<file path="config.mk">
export PLATFORM = sky130hd
export DESIGN_NAME = add_sub_scaled_pipe_flat
export DESIGN_NICKNAME = d
export VERILOG_FILES = /design/src/rtl/add_sub_scaled_pipe_pkg.sv /design/src/rtl/add_sub_scaled_pipe_if.sv /design/src/rtl/scaled_fx_renorm.sv /design/src/rtl/add_sub_scaled_pipe.sv /design/src/flat_wrapper.sv
export SDC_FILE = /design/constraint.sdc
export NUM_CORES = 1
export LEC_CHECK = 0
export BUFFER_PORTS_ARGS = -buffer_cell sky130_fd_sc_hd__buf_2
export CORE_MARGIN = 3
export CORE_UTILIZATION = 43
export CTS_BUF_LIST = sky130_fd_sc_hd__clkbuf_8
export DETAILED_ROUTE_END_ITERATION = 6
export GPL_TIMING_DRIVEN = 0
export SETUP_SLACK_MARGIN = 0.05
export SLEW_MARGIN = 20
export SYNTH_ARGS = -nofsm -noshare
export SYNTH_HDL_FRONTEND = slang
export SYNTH_HIERARCHICAL = 1
export SYNTH_SLANG_ARGS = --single-unit
</file>
<file path="constraint.sdc">
create_clock -name clk -period 3.4 [get_ports clk]
set_input_delay 0.68 -clock clk [delete_from_list [all_inputs] [get_ports clk]]
set_output_delay 0.68 -clock clk [all_outputs]
set_load 0.005 [all_outputs]
</file>
<file path="src/rtl/add_sub_scaled_pipe_pkg.sv">
// Shared definitions for the scaled fixed-point {scale, mantissa} arithmetic units.
// Overflow-mode encodings and internal-width derivation reused by the add/sub, mul and div pipes.
package add_sub_scaled_pipe_pkg;

  localparam int DEF_MANT_W  = 13;
  localparam int DEF_SCALE_W = 3;

  typedef enum logic [1:0] {
    MODE_FLAG   = 2'd0,
    MODE_SAT    = 2'd1,
    MODE_RENORM = 2'd2,
    MODE_RSVD   = 2'd3
  } mode_e;

  // Aligned-operand width: the largest scale difference shifts a mantissa left by 2^SCALE_W-1.
  function automatic int calc_iw(input int mant_w, input int scale_w);
    return mant_w + (1 << scale_w);
  endfunction

endpackage

</file>
<file path="src/rtl/add_sub_scaled_pipe_if.sv">
// Operand/result streaming bundle for add_sub_scaled_pipe.
interface add_sub_scaled_pipe_if
  import add_sub_scaled_pipe_pkg::*;
#(
  parameter int MANT_W  = DEF_MANT_W,
  parameter int SCALE_W = DEF_SCALE_W
);
  localparam int W = MANT_W + SCALE_W;

  logic         in_valid;
  logic         in_ready;
  logic [W-1:0] a;
  logic [W-1:0] b;
  logic         sub;
  logic         cin;
  logic [1:0]   mode;
  logic         out_valid;
  logic         out_ready;
  logic [W-1:0] result;
  logic         ovf;
  logic         inexact;

  modport master (
    output in_valid, a, b, sub, cin, mode, out_ready,
    input  in_ready, out_valid, result, ovf, inexact
  );

  modport slave (
    input  in_valid, a, b, sub, cin, mode, out_ready,
    output in_ready, out_valid, result, ovf, inexact
  );

endinterface

</file>
<file path="src/rtl/scaled_fx_renorm.sv">
// Combinational renormaliser: finds the smallest right shift k <= rs that brings the wide sum
// into mantissa range, returning the reduced scale, shifted mantissa and discarded-bits flag.
module scaled_fx_renorm
  import add_sub_scaled_pipe_pkg::*;
#(
  parameter int MANT_W  = DEF_MANT_W,
  parameter int SCALE_W = DEF_SCALE_W
)(
  input  logic [calc_iw(MANT_W, SCALE_W):0] sum,
  input  logic [SCALE_W-1:0]                rs,
  output logic                              found,
  output logic [SCALE_W-1:0]                scale,
  output logic [MANT_W-1:0]                 mant,
  output logic                              inexact
);
  localparam int SW = calc_iw(MANT_W, SCALE_W) + 1;

  logic [SW-1:0]       shifted;
  logic [SW-MANT_W:0]  hi;

  // Equivalent to a leading-sign-bit count, clamped to the available scale.
  always_comb begin
    found   = 1'b0;
    scale   = '0;
    mant    = '0;
    inexact = 1'b0;
    shifted = '0;
    hi      = '0;
    for (int unsigned k = 0; k < (1 << SCALE_W); k++) begin
      shifted = $signed(sum) >>> k;
      hi      = shifted[SW-1:MANT_W-1];
      if (!found && (k <= 32'(rs)) && ((&hi) || !(|hi))) begin
        found   = 1'b1;
        scale   = rs - k[SCALE_W-1:0];
        mant    = shifted[MANT_W-1:0];
        inexact = |(sum & ~({SW{1'b1}} << k));
      end
    end
  end

endmodule

</file>
<file path="src/rtl/add_sub_scaled_pipe.sv">
// Three-stage add/subtract for {scale, mantissa} words: align, add, overflow handling.
// All stages advance together whenever the output register is empty or being drained.
module add_sub_scaled_pipe
  import add_sub_scaled_pipe_pkg::*;
#(
  parameter int MANT_W  = DEF_MANT_W,
  parameter int SCALE_W = DEF_SCALE_W
)(
  input logic                clk,
  input logic                rst_n,
  add_sub_scaled_pipe_if.slave bus
);
  localparam int W  = MANT_W + SCALE_W;
  localparam int IW = calc_iw(MANT_W, SCALE_W);
  localparam int SW = IW + 1;

  logic adv;

  // S1 registers: aligned operands
  logic                 s1_valid;
  logic [IW-1:0]        s1_a, s1_b;
  logic [SCALE_W-1:0]   s1_rs;
  logic                 s1_sub, s1_cin;
  mode_e                s1_mode;

  // S2 registers: wide sum
  logic                 s2_valid;
  logic [SW-1:0]        s2_sum;
  logic [SCALE_W-1:0]   s2_rs;
  mode_e                s2_mode;

  // S3 / output registers
  logic                 out_valid_q;
  logic [W-1:0]         result_q;
  logic                 ovf_q, inexact_q;

  assign adv          = !out_valid_q || bus.out_ready;
  assign bus.in_ready = adv;
  assign bus.out_valid = out_valid_q;
  assign bus.result    = result_q;
  assign bus.ovf       = ovf_q;
  assign bus.inexact   = inexact_q;

  logic [SCALE_W-1:0] sa, sb, rs_c;
  logic [IW-1:0]      a_al, b_al;

  always_comb begin
    sa   = bus.a[W-1:MANT_W];
    sb   = bus.b[W-1:MANT_W];
    rs_c = (sa > sb) ? sa : sb;
    a_al = {{(IW-MANT_W){bus.a[MANT_W-1]}}, bus.a[MANT_W-1:0]} << (rs_c - sa);
    b_al = {{(IW-MANT_W){bus.b[MANT_W-1]}}, bus.b[MANT_W-1:0]} << (rs_c - sb);
  end

  logic [SW-1:0] a_x, b_x, sum_c;

  // Subtract as A + ~B + !cin, so cin acts as a borrow.
  always_comb begin
    a_x   = {s1_a[IW-1], s1_a};
    b_x   = {s1_b[IW-1], s1_b};
    sum_c = a_x + (s1_sub ? ~b_x : b_x) + SW'(s1_sub ^ s1_cin);
  end

  logic                fits;
  logic [SW-MANT_W:0]  sum_hi;
  logic [MANT_W-1:0]   sat_mant;
  logic                rn_found, rn_inexact;
  logic [SCALE_W-1:0]  rn_scale;
  logic [MANT_W-1:0]   rn_mant;
  logic [W-1:0]        nx_result;
  logic                nx_ovf, nx_inexact;

  scaled_fx_renorm #(.MANT_W(MANT_W), .SCALE_W(SCALE_W)) u_renorm (
    .sum     (s2_sum),
    .rs      (s2_rs),
    .found   (rn_found),
    .scale   (rn_scale),
    .mant    (rn_mant),
    .inexact (rn_inexact)
  );

  always_comb begin
    sum_hi     = s2_sum[SW-1:MANT_W-1];
    fits       = (&sum_hi) || !(|sum_hi);
    sat_mant   = s2_sum[SW-1] ? {1'b1, {(MANT_W-1){1'b0}}} : {1'b0, {(MANT_W-1){1'b1}}};
    nx_result  = {s2_rs, s2_sum[MANT_W-1:0]};
    nx_ovf     = 1'b0;
    nx_inexact = 1'b0;
    if (!fits) begin
      unique case (s2_mode)
        MODE_FLAG: nx_ovf = 1'b1;
        MODE_RENORM: begin
          if (rn_found) begin
            nx_result  = {rn_scale, rn_mant};
            nx_inexact = rn_inexact;
          end else begin
            nx_result = {{SCALE_W{1'b0}}, sat_mant};
            nx_ovf    = 1'b1;
          end
        end
        default: begin
          nx_result = {s2_rs, sat_mant};
          nx_ovf    = 1'b1;
        end
      endcase
    end
  end

  always_ff @(posedge clk or negedge rst_n) begin
    if (!rst_n) begin
      s1_valid    <= 1'b0;
      s1_a        <= '0;
      s1_b        <= '0;
      s1_rs       <= '0;
      s1_sub      <= 1'b0;
      s1_cin      <= 1'b0;
      s1_mode     <= MODE_FLAG;
      s2_valid    <= 1'b0;
      s2_sum      <= '0;
      s2_rs       <= '0;
      s2_mode     <= MODE_FLAG;
      out_valid_q <= 1'b0;
      result_q    <= '0;
      ovf_q       <= 1'b0;
      inexact_q   <= 1'b0;
    end else if (adv) begin
      s1_valid    <= bus.in_valid;
      s2_valid    <= s1_valid;
      out_valid_q <= s2_valid;
      if (bus.in_valid) begin
        s1_a    <= a_al;
        s1_b    <= b_al;
        s1_rs   <= rs_c;
        s1_sub  <= bus.sub;
        s1_cin  <= bus.cin;
        s1_mode <= mode_e'(bus.mode);
      end
      if (s1_valid) begin
        s2_sum  <= sum_c;
        s2_rs   <= s1_rs;
        s2_mode <= s1_mode;
      end
      if (s2_valid) begin
        result_q  <= nx_result;
        ovf_q     <= nx_ovf;
        inexact_q <= nx_inexact;
      end
    end
  end

endmodule

</file>
<file path="src/flat_wrapper.sv">
// flat-port wrapper written by rule: the top's interface ports become plain ports
module add_sub_scaled_pipe_flat import add_sub_scaled_pipe_pkg::*;
#(
  parameter int MANT_W  = DEF_MANT_W,
  parameter int SCALE_W = DEF_SCALE_W
)
  (clk, rst_n, bus_in_valid, bus_a, bus_b, bus_sub, bus_cin, bus_mode, bus_out_ready, bus_in_ready, bus_out_valid, bus_result, bus_ovf, bus_inexact);
  add_sub_scaled_pipe_if #(.MANT_W(MANT_W), .SCALE_W(SCALE_W)) bus_i ();
  input logic clk;
  input logic rst_n;
  input wire logic [$bits(bus_i.in_valid)-1:0] bus_in_valid;
  input wire logic [$bits(bus_i.a)-1:0] bus_a;
  input wire logic [$bits(bus_i.b)-1:0] bus_b;
  input wire logic [$bits(bus_i.sub)-1:0] bus_sub;
  input wire logic [$bits(bus_i.cin)-1:0] bus_cin;
  input wire logic [$bits(bus_i.mode)-1:0] bus_mode;
  input wire logic [$bits(bus_i.out_ready)-1:0] bus_out_ready;
  output wire logic [$bits(bus_i.in_ready)-1:0] bus_in_ready;
  output wire logic [$bits(bus_i.out_valid)-1:0] bus_out_valid;
  output wire logic [$bits(bus_i.result)-1:0] bus_result;
  output wire logic [$bits(bus_i.ovf)-1:0] bus_ovf;
  output wire logic [$bits(bus_i.inexact)-1:0] bus_inexact;
  assign bus_i.in_valid = bus_in_valid;
  assign bus_i.a = bus_a;
  assign bus_i.b = bus_b;
  assign bus_i.sub = bus_sub;
  assign bus_i.cin = bus_cin;
  assign bus_i.mode = bus_mode;
  assign bus_i.out_ready = bus_out_ready;
  assign bus_in_ready = bus_i.in_ready;
  assign bus_out_valid = bus_i.out_valid;
  assign bus_result = bus_i.result;
  assign bus_ovf = bus_i.ovf;
  assign bus_inexact = bus_i.inexact;
  add_sub_scaled_pipe #(.MANT_W(MANT_W), .SCALE_W(SCALE_W)) u_core (.clk(clk), .rst_n(rst_n), .bus(bus_i));
endmodule
</file>
# [Word-level counts from Yosys, hierarchy flattened]
# Cells that the tools add are included.
[totals] ff_bits=97 inputBits=40 output_inout_bits=20
[op_classes] addsub=11 magnitude_cmp=8 eq_ne=1 shifts=2 mux=41 bitwise_logic=2 n_reduce_logical=65
[ops] operator="13-bit two-way mux" n=8
[ops] operator="22-bit adder" n=2
[ops] operator="21-bit by 3-bit << shifter with 21-bit output" n=2
[ops] operator="16-bit two-way mux" n=2
[ops] operator="16-bit case mux with 2 select lines" n=1
[ops] operator="3-bit two-way mux" n=8
[ops] operator="22-bit two-way mux" n=1
[ops] operator="22-bit NOT" n=1
[ops] operator="1-bit two-way mux" n=21
[ops] operator="1-bit zero test" n=16
[ops] operator="1-bit logical AND" n=14
[ops] operator="7-bit OR reduction" n=2
[ops] operator="3-bit <= comparator, first input constant" n=4
[ops] operator="6-bit OR reduction" n=2
[ops] operator="3-bit subtractor, second input constant" n=4
[ops] operator="10-bit AND reduction" n=1
[ops] operator="10-bit OR reduction" n=1
[ops] operator="5-bit OR reduction" n=2
[ops] operator="1-bit logical OR" n=9
[ops] operator="9-bit AND reduction" n=1
[ops] operator="9-bit OR reduction" n=1
[ops] operator="8-bit AND reduction" n=1
[ops] operator="4-bit OR reduction" n=2
[ops] operator="8-bit OR reduction" n=1
[ops] operator="17 further kinds" n=23

# [Depth between registers and ports, before layout]
# Gate-level depths: netlist of the first run.
[logic_depth] word_depth=35 mapped_depth=16 ltp_nobuf=14

# [Cells and area by module]
# The synthesis of the first run kept the hierarchy.
[by_module_without_submodules] mod="add_sub_scaled_pipe" n_inst=1 cells_each=708 area_each_um2=6139.6
[by_module_without_submodules] mod="scaled_fx_renorm" n_inst=1 cells_each=259 area_each_um2=1622.8

# [Worst setup path before layout of the first run]
# No wires, ideal clock.
[synth_path] kind="input -> register" from="input bus_b[14]" to="register u_core.s1_b[13]" setup_time_ns=0.126 arrival_ns=3.646 required_time_ns=3.274 path_slack_ns=-0.371 stages=14 path_buffers=2 cell_sequence="inv_1 ha_1 nor2b_1 o21ai_1 and2_1 a31oi_1 mux2i_1 ha_1 fa_1 clkbuf_1 buf_2 mux2i_1 mux2i_1 a221o_1"
[synth_between] elab_chain_len=4
[synth_lines] element="start: declaration" line="flat_wrapper.sv:13" text="input wire logic [$bits(bus_i.b)-1:0] bus_b;"
[synth_lines] element="3-bit > comparator" line="add_sub_scaled_pipe.sv:50" text="rs_c = (sa > sb) ? sa : sb;"
[synth_lines] element="3-bit two-way mux" line="add_sub_scaled_pipe.sv:50"
[synth_lines] element="3-bit subtractor *" line="add_sub_scaled_pipe.sv:52" text="b_al = {{(IW-MANT_W){bus.b[MANT_W-1]}}, bus.b[MANT_W-1:0]} << (rs_c - sb);"
[synth_lines] element="21-bit by 3-bit << shifter with 21-bit output *" line="add_sub_scaled_pipe.sv:52"
[synth_lines] element="end signal: assignment" line="add_sub_scaled_pipe.sv:132" text="s1_b <= b_al;"
[synth_lines] element="end: declaration" line="add_sub_scaled_pipe.sv:21" text="logic [IW-1:0] s1_a, s1_b;"
# Every way passes the cells marked *; elsewhere a longest branch is shown, timed or not.
# A chain may end at the register's enable or synchronous reset.

# [Worst setup path in the final report of the first run]
[layout_path] from="input bus_b[14]" to="register u_core.s1_a[11]"
[layout_between] elab_chain_len=4
[layout_lines] element="3-bit > comparator" line="add_sub_scaled_pipe.sv:50"
[layout_lines] element="3-bit two-way mux *" line="add_sub_scaled_pipe.sv:50"
[layout_lines] element="3-bit subtractor *" line="add_sub_scaled_pipe.sv:51" text="a_al = {{(IW-MANT_W){bus.a[MANT_W-1]}}, bus.a[MANT_W-1:0]} << (rs_c - sa);"
[layout_lines] element="21-bit by 3-bit << shifter with 21-bit output *" line="add_sub_scaled_pipe.sv:51"
[layout_lines] element="end signal: assignment" line="add_sub_scaled_pipe.sv:131" text="s1_a <= a_al;"
[layout_lines] element="end: declaration" line="add_sub_scaled_pipe.sv:21"
# Marked as above.

==> reports/metrics.yaml, run 1 <==
status: "complete, but fails checks"
violations: "DRC"
nNetsFinal: 1146
first_global_vias: 7218
yosys.cell_types.count: 77
antenna_found_initial: 0
vias: 7742
drt_first_pass_iters: 7
postCtsHoldBufs: 0
grtUsageMet2_pct: 41.3
clk_pin_slew_worst_paths_ns: 0.10
slowest_delay_ns: 0.48
synth-main-ff-cell: "dfrtp_1"
cts_buffers: 9
overflow: 0
die-width_um: 140
track_usage_pct: 23.5
rows: 48
ant_nets: 0
grt_pass1_wl_mm: 37.7
crit_slowest_cell: "fa_2"
worst-setup-path-type: "in2reg"
design_area_um2: 9420
totalPowerFinal_w: 0.00812
max_freq_mhz: 303
core_um2: 17500
grt_use_met1_pct: 29.8
slew_viol_final: 0
final_cell_mix: "145 x nand2_1, 87 x dfrtp_1, 85 x nor2_1"
crit_path_end: "u_core/s1_a[11]$_DFFE_PN0P_"
synth_area_per_cell_um2: 8.03
path_max_fanout: 5
cts_root_buffer: "clkbuf_8"
synth_edf_count: 0
dpl.hpwl_mm: 17.7
ys_seq_area_share_pct: 30.6
leakage_nw: 4.14
crit_chain: "buf_12 > inv_12 > ha_4 > nor2b_4 > o21ai_2 > and2_4 > a31oi_4 > mux2i_2 > ha_2 > fa_2 > buf_8 > mux2_4 > nor2_2 > or3_4 > o211ai_1"
hold_path_class: "in2async"
final_common_cell: "nand2_1"
routed_wl_mm: 23.8
startpoint: "bus_b[14]"
syn_nets: 1046
yosys_register_bits: 95
clk_latency_ns: 0.39
drive_gt1_share_pct: 23.1
worstPathArrival_ns: 3.60
setup_tns_ns: 0
wl_per_cell_um: 18.3
drc: 8
port_buffers: 59
yosysWarnings: 6
diodes: 0
clk_path_buf_depth: 2
setup_violations: 0
via_per_inst: 5.97
drtIter0Drc: 573
max_slew.worst_pin.slew_ns: 0.687
yosysTopAreaCellShare_pct: 30.6
p_per_area_nw_per_um2: 861
fill_cells: 1673
slew_headroom_pct: 53.0
cts_tree: "done"
finalWeightedCongestion: 0.945
hold_viol_final: 0
die_area_um2: 19700
crit_required_ns: 3.70
cts.sinks: 95
fp.dieH_um: 140
grt.busiest_layer: "met2"
ir_worst_vdd_mv: 0.321
timing.rr.start: "u_core/s2_sum[19]$_DFFE_PN0P_"
start_util_pct: 44.4
drv_cap: 0
area_growth_pct: 21.4
rr_worst_depth: 15
async_flop_share_pct: 100
grt_use_met3_pct: 2.94
startpoint_type: "primary input"
rsz0062_at_grt: "yes"
synth_area_um2: 7760
htree_levels: 3
placed_cell_area_um2: 8470
yosysTopAreaCell: "dfrtp_1"
period_share_pct: 97.1
grt_max_degree: 81
synth_area_leaders: "dfrtp_1 31%, nand2_1 7.1%, ha_1 5.6%"
register_area_um2: 2390
skew_ns: 0.0198
multi_input_area_um2: 5420
hold_slack_ns: 0.102
endpoint_kind: "register"
reg2reg_slack_ns: 0.12
fin_crit_ns: 3.30
worstReg2RegEnd: "u_core/bus.result[12]$_DFFE_PN0P_"
synthCells: 967
ios: 60
## registers in the layout, indices dropped and copies added (netlist names)
register and count:
u_core/bus.out_valid 1, u_core/s1_sub 1, u_core/s2_mode 2, u_core/s2_valid 1
u_core/s1_mode 2, u_core/bus.ovf 1, u_core/bus.inexact 1, u_core/s1_rs 3
u_core/s2_sum 22, u_core/s1_b 20, u_core/bus.result 16, u_core/s2_rs 3
u_core/s1_valid 1, u_core/s1_a 20, u_core/s1_cin 1
## metrics by stage
stage | setup slack, ns | util (%) | cells
5_1_grt | -0.00738 | 53.9 | 1297
2_1_floorplan | 0.0196 | - | 967
6_report | 0.0974 | 53.9 | 1297
4_1_cts | 0.000776 | 51.0 | 1273
3_3_place_gp | -0.508 | 48.3 | 1251
3_5_place_dp | -0.529 | 48.5 | 1252
## worst min-delay path by stage
stage | slack, ns | cells past startpoint | to
after global routing | 0.09 | 1 | u_core/bus.result[0]$_DFFE_PN0P_
after detailed placement | 0.47 | 2 | u_core/bus.inexact$_DFFE_PN0P_
after floorplan | 0.38 | 0 | u_core/bus.inexact$_DFFE_PN0P_
final | 0.10 | 1 | u_core/bus.result[0]$_DFFE_PN0P_
after CTS | 0.09 | 1 | u_core/bus.result[0]$_DFFE_PN0P_
after global placement | 0.47 | 2 | u_core/bus.inexact$_DFFE_PN0P_
## Yosys cell counts, types with 20 or more instances
cell type,n
dfrtp_1,95
ha_1,35
nand2_1,146
o21ai_0,56
inv_1,26
mux2i_1,31
a21oi_1,50
clkbuf_1,46
xor2_1,28
a31oi_1,20
nand3_1,51
nor2_1,93
## metal layers
metal  routed length [um]  share of wire [%]
met4                  828                3.5
met3                 1220                5.1
met5                    0                  0
met1                10000                 42
met2                11700                 49
## area by class of cell
class                      instances  area share (%)
multi-input combinational        776            57.5
clock buffer                       9            1.31
tap                              225            2.99
sequential                        95            25.3
clock inverter                     7            1.27
timing repair buffer              93            6.57
inverter                          28            1.25
buffer                            64            3.78
## worst max-delay path: cells and delay by family
family / cells / cell delay (ns)
adders and majority gates: 3 / 0.98
and+or+nand+nor: 4 / 0.70
muxes: 2 / 0.51
AOI/OAI and AO/OA: 3 / 0.42
buffers and inverters: 3 / 0.29
## logic make-up after synthesis
| logic type | Yosys count | share of synthesized area [%] |
|---|---|---|
| AND/OR/NAND/NOR | 378 | 22.7 |
| buffers and inverters | 96 | 5.00 |
| flip-flops | 95 | 30.6 |
| XOR/XNOR | 40 | 4.71 |
| multiplexers | 44 | 5.88 |
| AO/OA/AOI/OAI | 275 | 24.4 |
| adder cells (fa/ha/maj) | 39 | 6.67 |
## what timing repair did
item,4_1_cts,5_1_grt
resized for setup,44,85
setup buffers,7,25
endpoints found under the setup margin,52,57
gates cloned,0,1
hold endpoints to repair,0,0
pin swaps,6,22
## report_power, final
group | switching [W] | internal [W] | leakage, nW
registers | 0.000550 | 0.00160 | 1.15
logic | 0.00296 | 0.00210 | 2.86
clock network | 0.000413 | 0.000492 | 0.125
total | 0.00393 | 0.00419 | 4.14
No activity file was read; power rests on OpenSTA's default activity.
==> inputs of run 2 (changes only) <==
==> constraint.sdc (replaced) <==
create_clock -name clk -period 3.4 [get_ports clk]
set_input_delay 0.34 -clock clk [delete_from_list [all_inputs] [get_ports clk]]
set_output_delay 0.34 -clock clk [all_outputs]
set_load 0.005 [all_outputs]
==> run 2 against run 1 <==
Compared with the run above: final area decreased by 2.7%; utilization decreased by 1.4 points; first-iteration DRC count decreased by 1.4%; global-route usage decreased by 0.28 points; sequential cell count unchanged; total power decreased by 3.7%; the flow now finishes without violations; register-to-register slack got worse by 0.03 ns; cell count increased by 0.15%; non-clock buffer count increased by 2.
==> reports/metrics.yaml, run 2 (synthesized netlist as in run 1, its figures left out) <==
startpoint_type: "register"
crit_chain: "buf_6 > or4_4 > nor3_4 > o21ai_2 > buf_6 > buf_6 > nand3_2 > a31oi_1 > a2111o_1 > a31o_1 > a21oi_2 > o21ai_2 > a221oi_2 > nor2_1"
drc: 0  # -8
dpl.hpwl_mm: 17.6  # -0.31%
grt_pass1_wl_mm: 37.2  # -1.3%
swShare_pct: 49.7  # +1.3 points
routed_wl_mm: 23.3  # -2.1%
hold_path_class: "in2reg"
clk_latency_ns: 0.39  # about the same
totalPowerFinal_w: 0.00781  # -3.7%
crit_top_cell: "buf_6"
crit_required_ns: 3.69  # about the same
fp.dieH_um: 140  # unchanged
endpoint_kind: "register"
fin_crit_ns: 3.31  # +0.00822 ns
port_buffers: 59  # unchanged
cts.sinks: 95  # unchanged
track_usage_pct: 23.2  # -0.28 points
final_cell_mix: "146 x nand2_1, 89 x nor2_1, 88 x dfrtp_1"
p_per_area_nw_per_um2: 852  # -1.1%
rsz0062_at_grt: "yes"
cts_tree: "done"
top_regs: "u_core/s2_sum (22), u_core/s1_a (20), u_core/s1_b (20)"
p_comb_share_pct: 63.5  # +1.2 points
start_util_pct: 44.4  # unchanged
first_global_vias: 7146  # -1.0%
htree_levels: 3  # unchanged
internal_power_w: 0.00393  # -6.2%
worst-setup-path-type: "reg2reg"
final_common_cell: "nand2_1"
path_max_fanout: 5  # unchanged
drt_first_pass_iters: 5  # -2
max_freq_mhz: 302  # -0.25%
die_area_um2: 19700  # unchanged
cts_buffers: 9  # unchanged
slew_headroom_pct: 53.9  # +0.82 points
vias: 7544  # -2.6%
largest-register: "u_core/s2_sum"
grt_max_degree: 49  # -40%
clk_path_buf_depth: 2  # unchanged
rows: 48  # unchanged
pwr-share-clk_pct: 9.3  # -1.8 points
cts_root_buffer: "clkbuf_8"
finalWeightedCongestion: 0.931  # -1.5%
p_sw_w: 0.00389  # -1.1%
core_um2: 17500  # unchanged
placed_cell_area_um2: 8380  # -1.1%
leakage_nw: 4.07  # -1.6%
design_area_um2: 9170  # -2.7%
die-width_um: 140  # unchanged
drv_cap: 0  # unchanged
diodes: 0  # unchanged
status: "complete, no violations"
hold_viol_final: 0  # unchanged
via_per_inst: 5.81  # -2.7%
antenna_found_initial: 0  # unchanged
overflow: 0  # unchanged
final_cells: 1299  # +0.15%
crit_slowest_cell: "or4_4"
dp_cells: 1252  # unchanged
wl_per_cell_um: 17.9  # -2.2%
skew_ns: 0.0244  # +0.00458 ns
critical_path.top_delay_family: "compound AO/OA/AOI/OAI gates"
ant_nets: 0  # unchanged
max_slew.worst_pin.slew_ns: 0.675  # -0.0120 ns
drtIter0Drc: 565  # -1.4%
slowest_delay_ns: 0.53  # +0.05 ns
pwr-share-seq_pct: 27.3  # +0.8 points
area_growth_pct: 18.1
largest_reg_flops: 22  # unchanged
clk_pin_slew_worst_paths_ns: 0.11  # about the same
ir_worst_vdd_mv: 0.350  # +9.1%
setup_violations: 0  # unchanged
worstPathArrival_ns: 3.60  # about the same
slew_viol_final: 0  # unchanged
nNetsFinal: 1148  # +0.17%
period_share_pct: 97.4  # +0.24 points
ios: 60  # unchanged
drive_gt1_share_pct: 20.9  # -2.3 points
crit_buf_inv: 3  # unchanged
## run 2: layout make-up
type	instances	area, um2
Buffer	64	324
Clock buffer	9	124
Clock inverter	7	63.8
Fill cell	1692	8310
Inverter	28	105
Multi-Input combinational cell	776	5270
Sequential cell	95	2390
Tap cell	225	282
Timing Repair Buffer	95	614
## run 2: worst reg2reg max path: stages, from the launching register on
cell,delay (ns)
dfrtp_1,0.43
buf_6,0.14
or4_4,0.53
nor3_4,0.35
o21ai_2,0.13
buf_6,0.17
buf_6,0.11
nand3_2,0.06
a31oi_1,0.08
a2111o_1,0.41
a31o_1,0.26
a21oi_2,0.17
o21ai_2,0.08
a221oi_2,0.24
nor2_1,0.07
## run 2: per-layer routing
metal / vias to the layer above / share of wire (%) / wire length [um] / global-route usage [%]
li1: 3718 / - / - / -
met1: 3557 / 43 / 9950 / 29.5
met2: 222 / 50 / 11600 / 41.2
met3: 47 / 4.6 / 1070 / 2.77
met4: 0 / 2.8 / 647 / 7.29
met5: - / 0 / 0 / 0
## run 2: power groups by stage
stage | Clock [W] | Combinational (W) | Sequential [W]
6_report | 0.000725 | 0.00496 | 0.00213
2_1_floorplan | 0 | 0.00338 | 0.00196
5_1_grt | 0.000788 | 0.00551 | 0.00221
4_1_cts | 0.000749 | 0.00469 | 0.00210
3_3_place_gp | 0 | 0.00442 | 0.00213
3_5_place_dp | 0 | 0.00445 | 0.00214
## run 2: stage by stage
step / hold slack, ns / util (%) / setup TNS (ns) / worst slack, ns
6_report: 0.126 / 52.5 / 0 / 0.0892
5_1_grt: 0.141 / 52.5 / -0.00857 / -0.00857
2_1_floorplan: 0.0444 / - / 0 / 0.107
3_3_place_gp: 0.466 / 47.7 / -16.94 / -0.491
3_5_place_dp: 0.307 / 47.9 / -18.68 / -0.511
4_1_cts: 0.108 / 50.4 / 0 / 0.0390
## run 2: timing repair
item / in CTS / in global routing
hold buffers: 1 / 0
hold endpoints to repair: 47 / 0
resized for setup: 41 / 58
buffers inserted: 12 / 22
pin swaps: 2 / 27
endpoints found under the setup margin: 34 / 47
## run 2: final timing paths
kind / startpoint / endpoint / slack, ns / cells after the start
max: u_core/s2_sum[14]$_DFFE_PN0P_ / u_core/bus.result[4]$_DFFE_PN0P_ / 0.09 / 14
min: bus_mode[1] / u_core/s1_mode[1]$_DFFE_PN0P_ / 0.13 / 3
max reg2reg: u_core/s2_sum[14]$_DFFE_PN0P_ / u_core/bus.result[4]$_DFFE_PN0P_ / 0.09 / 14
min reg2reg: u_core/bus.inexact$_DFFE_PN0P_ / u_core/bus.inexact$_DFFE_PN0P_ / 0.48 / 2
max in group asynchronous: rst_n / u_core/s2_rs[0]$_DFFE_PN0P_ / 2.35 / 3
min in group asynchronous: rst_n / u_core/s1_b[1]$_DFFE_PN0P_ / 0.44 / 2
